**config.mk**
```make
export PLATFORM = sky130hd
export DESIGN_NAME = uart_tx_buffered_flat
export DESIGN_NICKNAME = d
export VERILOG_FILES = /design/src/rtl/uart_tx_buffered_if.sv /design/src/rtl/uart_tx_buffered.sv /design/src/flat_wrapper.sv
export SDC_FILE = /design/constraint.sdc
export NUM_CORES = 1
export LEC_CHECK = 0
export ABC_AREA = 1
export CAP_MARGIN = 20
export CORE_AREA = 2 2 131 133
export CTS_BUF_LIST = sky130_fd_sc_hd__clkbuf_4
export CTS_CLUSTER_SIZE = 12
export DETAILED_ROUTE_END_ITERATION = 7
export DIE_AREA = 0 0 133 135
export GPL_ROUTABILITY_DRIVEN = 0
export PLACE_DENSITY = 0.7
export SLEW_MARGIN = 40
export SYNTH_ARGS = -nofsm -noshare
export SYNTH_HDL_FRONTEND = slang
export SYNTH_SLANG_ARGS = --single-unit
export TNS_END_PERCENT = 10
```
**constraint.sdc**
```tcl
create_clock -name clk -period 2.4 [get_ports clk]
set_input_delay 0.48 -clock clk [delete_from_list [all_inputs] [get_ports clk]]
set_output_delay 0.48 -clock clk [all_outputs]
set_load 0.02 [all_outputs]
```
**src/rtl/uart_tx_buffered_if.sv**
```systemverilog
// Write-side bus of the buffered UART transmitter.
// The byte source (master) drives wr_en/wr_data. The transmitter (slave)
// reports the FIFO state back on the other signals.
//   wr_en    : push wr_data into the FIFO on this clock edge
//   wr_data  : payload to queue
//   full     : FIFO holds FIFO_DEPTH entries
//   empty    : FIFO holds no entries
//   count    : current FIFO occupancy
//   overflow : one-cycle pulse, a write was attempted while full and was dropped
interface uart_tx_buffered_if #(
    parameter int DATA_BITS  = 8,
    parameter int FIFO_DEPTH = 16
);
    logic                          wr_en;
    logic [DATA_BITS-1:0]          wr_data;
    logic                          full;
    logic                          empty;
    logic [$clog2(FIFO_DEPTH):0]   count;
    logic                          overflow;

    modport master (
        output wr_en, wr_data,
        input  full, empty, count, overflow
    );

    modport slave (
        input  wr_en, wr_data,
        output full, empty, count, overflow
    );
endinterface

```
**src/rtl/uart_tx_buffered.sv**
```systemverilog
// UART transmitter fronted by a FIFO, with a configurable frame format.
// Queued bytes are sent back-to-back with no idle time between frames.
// Frame: start(0), DATA_BITS payload bits LSB first, optional parity bit,
// and STOP_BITS stop bits(1). Each bit lasts CLKS_PER_BIT clocks.
// Ports:
//   clk         : system clock
//   rst         : synchronous, active-high reset (aborts the frame, flushes the FIFO)
//   wr_if       : write bus (slave side), see uart_tx_buffered_if
//   tx_data_out : serial line, idle high
//   tx_active   : high while a frame is on the line
//   tx_done     : one-cycle pulse after the last stop-bit cycle of each frame
module uart_tx_buffered #(
    parameter int CLKS_PER_BIT = 868,
    parameter int DATA_BITS    = 8,
    parameter int FIFO_DEPTH   = 16,
    parameter int PARITY       = 0,
    parameter int STOP_BITS    = 1
) (
    input  logic               clk,
    input  logic               rst,
    uart_tx_buffered_if.slave  wr_if,
    output logic               tx_data_out,
    output logic               tx_active,
    output logic               tx_done
);
    localparam int AW  = $clog2(FIFO_DEPTH);
    localparam int CW  = AW + 1;
    localparam int BCW = $clog2(CLKS_PER_BIT);

    localparam logic [BCW-1:0] BAUD_LAST = BCW'(CLKS_PER_BIT - 1);
    localparam logic [3:0]     DATA_LAST = 4'(DATA_BITS - 1);
    localparam logic [3:0]     STOP_LAST = 4'(STOP_BITS - 1);
    localparam logic [CW-1:0]  DEPTH_C   = CW'(FIFO_DEPTH);
    localparam logic           ODD_C     = (PARITY == 1) ? 1'b1 : 1'b0;

    typedef enum logic [2:0] {
        S_IDLE   = 3'd0,
        S_START  = 3'd1,
        S_DATA   = 3'd2,
        S_PARITY = 3'd3,
        S_STOP   = 3'd4
    } state_t;

    state_t               state_q;
    logic [BCW-1:0]       baud_q;
    logic [3:0]           bit_q;
    logic [DATA_BITS-1:0] shift_q;
    logic                 par_q;
    logic                 line_q;
    logic                 active_q;
    logic                 done_q;

    logic [DATA_BITS-1:0] mem_q [FIFO_DEPTH];
    logic [AW-1:0]        wr_ptr_q;
    logic [AW-1:0]        rd_ptr_q;
    logic [CW-1:0]        count_q;
    logic [CW-1:0]        count_d;
    logic                 full_q;
    logic                 empty_q;
    logic                 ovf_q;

    logic                 baud_end_s;
    logic                 frame_end_s;
    logic                 push_s;
    logic                 pop_s;
    logic [DATA_BITS-1:0] head_s;
    logic                 head_par_s;

    // Pop/push decisions and next occupancy; full is the registered flag,
    // so a write while full is dropped even if a pop happens on the same edge.
    always_comb begin
        baud_end_s  = (baud_q == BAUD_LAST);
        frame_end_s = (state_q == S_STOP) && baud_end_s && (bit_q == STOP_LAST);
        push_s      = wr_if.wr_en && !full_q;
        pop_s       = !empty_q && ((state_q == S_IDLE) || frame_end_s);
        head_s      = mem_q[rd_ptr_q];
        head_par_s  = (^head_s) ^ ODD_C;
        case ({push_s, pop_s})
            2'b10:   count_d = count_q + 1'b1;
            2'b01:   count_d = count_q - 1'b1;
            default: count_d = count_q;
        endcase
    end

    // FIFO storage; the data array needs no reset because count guards reads.
    always_ff @(posedge clk) begin
        if (push_s) begin
            mem_q[wr_ptr_q] <= wr_if.wr_data;
        end else begin
            mem_q[wr_ptr_q] <= mem_q[wr_ptr_q];
        end
    end

    // FIFO pointers, occupancy, and registered status flags.
    always_ff @(posedge clk) begin
        if (rst) begin
            wr_ptr_q <= '0;
            rd_ptr_q <= '0;
            count_q  <= '0;
            full_q   <= 1'b0;
            empty_q  <= 1'b1;
            ovf_q    <= 1'b0;
        end else begin
            if (push_s) wr_ptr_q <= wr_ptr_q + 1'b1;
            if (pop_s)  rd_ptr_q <= rd_ptr_q + 1'b1;
            count_q <= count_d;
            full_q  <= (count_d == DEPTH_C);
            empty_q <= (count_d == '0);
            ovf_q   <= wr_if.wr_en && full_q;
        end
    end

    // Transmit FSM with registered line, active and done outputs.
    always_ff @(posedge clk) begin
        if (rst) begin
            state_q  <= S_IDLE;
            baud_q   <= '0;
            bit_q    <= 4'd0;
            shift_q  <= '0;
            par_q    <= 1'b0;
            line_q   <= 1'b1;
            active_q <= 1'b0;
            done_q   <= 1'b0;
        end else begin
            done_q <= 1'b0;
            case (state_q)
                S_IDLE: begin
                    baud_q <= '0;
                    bit_q  <= 4'd0;
                    if (pop_s) begin
                        shift_q  <= head_s;
                        par_q    <= head_par_s;
                        state_q  <= S_START;
                        line_q   <= 1'b0;
                        active_q <= 1'b1;
                    end else begin
                        line_q   <= 1'b1;
                        active_q <= 1'b0;
                    end
                end
                S_START: begin
                    if (baud_end_s) begin
                        baud_q  <= '0;
                        bit_q   <= 4'd0;
                        line_q  <= shift_q[0];
                        shift_q <= shift_q >> 1;
                        state_q <= S_DATA;
                    end else begin
                        baud_q <= baud_q + 1'b1;
                    end
                end
                S_DATA: begin
                    if (baud_end_s) begin
                        baud_q <= '0;
                        if (bit_q == DATA_LAST) begin
                            bit_q <= 4'd0;
                            if (PARITY != 0) begin
                                state_q <= S_PARITY;
                                line_q  <= par_q;
                            end else begin
                                state_q <= S_STOP;
                                line_q  <= 1'b1;
                            end
                        end else begin
                            bit_q   <= bit_q + 1'b1;
                            line_q  <= shift_q[0];
                            shift_q <= shift_q >> 1;
                        end
                    end else begin
                        baud_q <= baud_q + 1'b1;
                    end
                end
                S_PARITY: begin
                    if (baud_end_s) begin
                        baud_q  <= '0;
                        bit_q   <= 4'd0;
                        state_q <= S_STOP;
                        line_q  <= 1'b1;
                    end else begin
                        baud_q <= baud_q + 1'b1;
                    end
                end
                S_STOP: begin
                    if (baud_end_s) begin
                        baud_q <= '0;
                        if (bit_q == STOP_LAST) begin
                            bit_q  <= 4'd0;
                            done_q <= 1'b1;
                            // Back-to-back: next start bit follows the last stop cycle directly.
                            if (pop_s) begin
                                shift_q <= head_s;
                                par_q   <= head_par_s;
                                state_q <= S_START;
                                line_q  <= 1'b0;
                            end else begin
                                state_q  <= S_IDLE;
                                line_q   <= 1'b1;
                                active_q <= 1'b0;
                            end
                        end else begin
                            bit_q <= bit_q + 1'b1;
                        end
                    end else begin
                        baud_q <= baud_q + 1'b1;
                    end
                end
                default: begin
                    state_q  <= S_IDLE;
                    baud_q   <= '0;
                    bit_q    <= 4'd0;
                    line_q   <= 1'b1;
                    active_q <= 1'b0;
                end
            endcase
        end
    end

    assign tx_data_out    = line_q;
    assign tx_active      = active_q;
    assign tx_done        = done_q;
    assign wr_if.full     = full_q;
    assign wr_if.empty    = empty_q;
    assign wr_if.count    = count_q;
    assign wr_if.overflow = ovf_q;

endmodule

```
**src/flat_wrapper.sv**
```systemverilog
// flat-port wrapper written by rule: the top's interface ports become plain ports
module uart_tx_buffered_flat 
#(
    parameter int CLKS_PER_BIT = 868,
    parameter int DATA_BITS    = 8,
    parameter int FIFO_DEPTH   = 16,
    parameter int PARITY       = 0,
    parameter int STOP_BITS    = 1
)
  (clk, rst, tx_data_out, tx_active, tx_done, wr_if_wr_en, wr_if_wr_data, wr_if_full, wr_if_empty, wr_if_count, wr_if_overflow);
  uart_tx_buffered_if #(.DATA_BITS(DATA_BITS), .FIFO_DEPTH(FIFO_DEPTH)) wr_if_i ();
  input  logic clk;
  input  logic rst;
  output logic tx_data_out;
  output logic tx_active;
  output logic tx_done;
  input wire logic [$bits(wr_if_i.wr_en)-1:0] wr_if_wr_en;
  input wire logic [$bits(wr_if_i.wr_data)-1:0] wr_if_wr_data;
  output wire logic [$bits(wr_if_i.full)-1:0] wr_if_full;
  output wire logic [$bits(wr_if_i.empty)-1:0] wr_if_empty;
  output wire logic [$bits(wr_if_i.count)-1:0] wr_if_count;
  output wire logic [$bits(wr_if_i.overflow)-1:0] wr_if_overflow;
  assign wr_if_i.wr_en = wr_if_wr_en;
  assign wr_if_i.wr_data = wr_if_wr_data;
  assign wr_if_full = wr_if_i.full;
  assign wr_if_empty = wr_if_i.empty;
  assign wr_if_count = wr_if_i.count;
  assign wr_if_overflow = wr_if_i.overflow;
  uart_tx_buffered #(.CLKS_PER_BIT(CLKS_PER_BIT), .DATA_BITS(DATA_BITS), .FIFO_DEPTH(FIFO_DEPTH), .PARITY(PARITY), .STOP_BITS(STOP_BITS)) u_core (.clk(clk), .rst(rst), .wr_if(wr_if_i), .tx_data_out(tx_data_out), .tx_active(tx_active), .tx_done(tx_done));
endmodule
```
==> impl_metrics.ini <==
[yosys]
netlist_area_mm2 = 0.00761
synth.avg_cell_area_um2 = 9.78
synth_cells = 778
syn-num-nets = 800
synth_seq_cells = 176
synth_edf_count = 128
ys.flop_type = edfxtp_1
synth_warnings = 0
yosysSeqAreaShare = 0.631
ys_async_sr_fraction = 0
synth.distinct_cells = 37

[floorplanning]
fp.coreArea_mm2 = 0.0164
dieArea_mm2 = 0.0180
fp.dieH_um = 135
die_w_um = 133
rows = 47
ios = 22
initial_core_util = 0.464

[sta]
rsz0062_at_grt = yes
slew_viol_final = 0
tightest_slew_ns = 0.689
setup_viol = 0
hold_viol_final = 0
fmax_ghz = 0.432
fin_skew_ns = 0.0209
fin_crit_ns = 2.32
hold_slack_ns = 0.449
slew_headroom = 0.540
finalCritPeriodShare = 0.965

[clock_tree]
ctsHtreeMaxLevel = 4
cts_tree = built
worst_skew_pair.late_latency_ns = 0.59
cts_buffers = 17
postCtsHoldBufs = 0
clockBufferDepth = 2
cts_root_buf = clkbuf_4
cts_num_sinks = 176
clk_pin_slew_ns = 0.14

[cells_and_area]
mostFrequentLayoutCell = nand2_1
fillers = 1422
num-nets-final = 851
layout_common_cells = nand2_1, edfxtp_1, nand3_1, nor2_1, dfxtp_1
synthToLayoutAreaGrowth_pct = 14.7
ff_latch_area_mm2 = 0.00481
layout-drive-gt1-share = 0.148
multi_input_area_mm2 = 0.00261

[grt]
grt_overflow = 0
antenna_found_initial = 1
grt_util_all_layers = 0.185
grt_max_degree = 48
grt_pass1_wl_um = 25900
grt_pass1_vias = 5248

[drt]
via_count = 5471
dr.pass1.iters = 5
wl_per_cell_um = 14.9
viasPerCell = 5.15
initialDrtViolationCount = 408
drc = 0
wl_um = 15800
ant_nets = 0

[critical_path]
cp-start-kind = flop
path_class = flop to flop
required_ns = 2.91
cp.arrival_ns = 2.83
critPathCaptureType = flop
worstPathMaxFanout = 3

[place]
post-dp-hpwl_um = 9990
portBuffers = 21

[power]
finalPower_uw = 9220
p_leak_uw = 0.00336
ir_worst_vdd_mv = 0.750
power_density_mw_per_mm2 = 1060

[min_path]
hp-class = flop to flop

[run_status]
status = complete, no violations

[job]
cap_violations = 0
[worst max-delay path: stages, from the launching register on]
cell      delay [ns]
dfxtp_2         0.38
ha_4            0.14
inv_2           0.04
nor2_4          0.11
nand2_2         0.07
nor2_4          0.12
nand3_2         0.11
nand2_4         0.11
ha_4            0.15
inv_2           0.04
nand2_2         0.07
nand2_4         0.06
ha_4            0.15
inv_2           0.06
nand4_1         0.11
nand3_2         0.12
nand2_1         0.06
nor2_2          0.11
nand3_2         0.08
o21bai_1        0.16
[sequential cells by signal, summed over array words and instances, names as in the netlist, named ones only]
name / count
u_core.wr_if.empty: 1
u_core.wr_if.full: 1
u_core.rd_ptr_q: 4
u_core.state_q: 3
u_core.shift_q: 8
u_core.wr_if.overflow: 1
u_core.tx_data_out: 1
u_core.tx_active: 1
u_core.wr_ptr_q: 4
u_core.bit_q: 4
u_core.tx_done: 1
u_core.mem_q: 128
u_core.wr_if.count: 5
u_core.baud_q: 10
[cells by family (layout without fill, tap and decap cells)]
| group | after synthesis | count (layout) | share of synthesized area |
|---|---|---|---|
| AOI/OAI and AO/OA | 45 | 45 | 0.0337 |
| xor gates and xnor gates | 7 | 7 | 0.00806 |
| adders and majority gates | 11 | 11 | 0.0181 |
| buffers and inverters | 78 | 142 | 0.0411 |
| DFF | 176 | 176 | 0.631 |
| other | 0 | 1 | 0 |
| and+or+nand+nor | 461 | 461 | 0.268 |
[stage by stage]
step                instance area, µm²  worst slack (ns)  cells   util  TNS, ns
global placement                  8280           -0.0647   1027  0.505   -0.168
global route                      8730           -0.0549   1063  0.532  -0.0697
finish                            8730            0.0830   1063  0.532        0
detailed placement                8280            -0.143   1027  0.505   -0.415
floorplan                         7620            0.0181    778      -        0
CTS                               8610            0.0133   1061  0.525        0
[cell type report]
type	instances	share of cell area
multi-input cells	524	0.299
clock inverters	15	0.0205
clock buffers	17	0.0146
repair buffers	61	0.0618
flip-flops and latches	176	0.551
diodes	1	0.000287
well taps	220	0.0315
inverters	49	0.0211
[worst paths after layout]
| path | start | to | slack (ns) | cells past startpoint |
|---|---|---|---|---|
| setup / recovery | u_core.baud_q[1] | u_core.wr_if.empty | 0.08 | 19 |
| hold / removal | u_core.baud_q[0] | u_core.baud_q[0] | 0.45 | 1 |
| setup reg to reg | u_core.baud_q[1] | u_core.wr_if.empty | 0.08 | 19 |
| hold reg to reg | u_core.baud_q[0] | u_core.baud_q[0] | 0.45 | 1 |
[metal layers]
metal	vias to the layer above	share of wire	wire (µm)	global-route usage
met4	0	0.028	442	0.0836
li1	2722	-	-	-
met3	38	0.052	818	0.0398
met5	-	0	0	0
met1	2551	0.45	7190	0.248
met2	160	0.47	7360	0.292
[timing repair]
item | in CTS | in global routing
pin swaps | 2 | 20
setup endpoints to repair | 3 | 4
setup buffers | 2 | 1
gates resized for setup | 3 | 31
[report_power, final]
part | internal, µW | switching, µW | total (µW)
sequential | 3490 | 183 | 3680
combinational | 1350 | 2420 | 3770
clock | 734 | 1040 | 1770
total | 5580 | 3640 | 9220
[synthesized netlist by cell type (3+ instances only)]
cell / number / share of area
nor3_1: 5 / 0.0033
nor2_1: 60 / 0.030
dfxtp_1: 48 / 0.13
nand3_2: 3 / 0.0039
nand2_1: 247 / 0.12
inv_1: 41 / 0.020
nand4_1: 4 / 0.0033
edfxtp_1: 128 / 0.51
nand2_4: 3 / 0.0044
buf_2: 16 / 0.011
a21oi_1: 26 / 0.017
ha_1: 11 / 0.018
o21ai_0: 8 / 0.0053
xor2_1: 5 / 0.0058
clkbuf_1: 12 / 0.0059
o21a_1: 3 / 0.0030
nand3_1: 120 / 0.079
nor3b_1: 3 / 0.0030
nand2_2: 6 / 0.0049
inv_2: 7 / 0.0035
No activity file was read; power rests on OpenSTA's default activity.
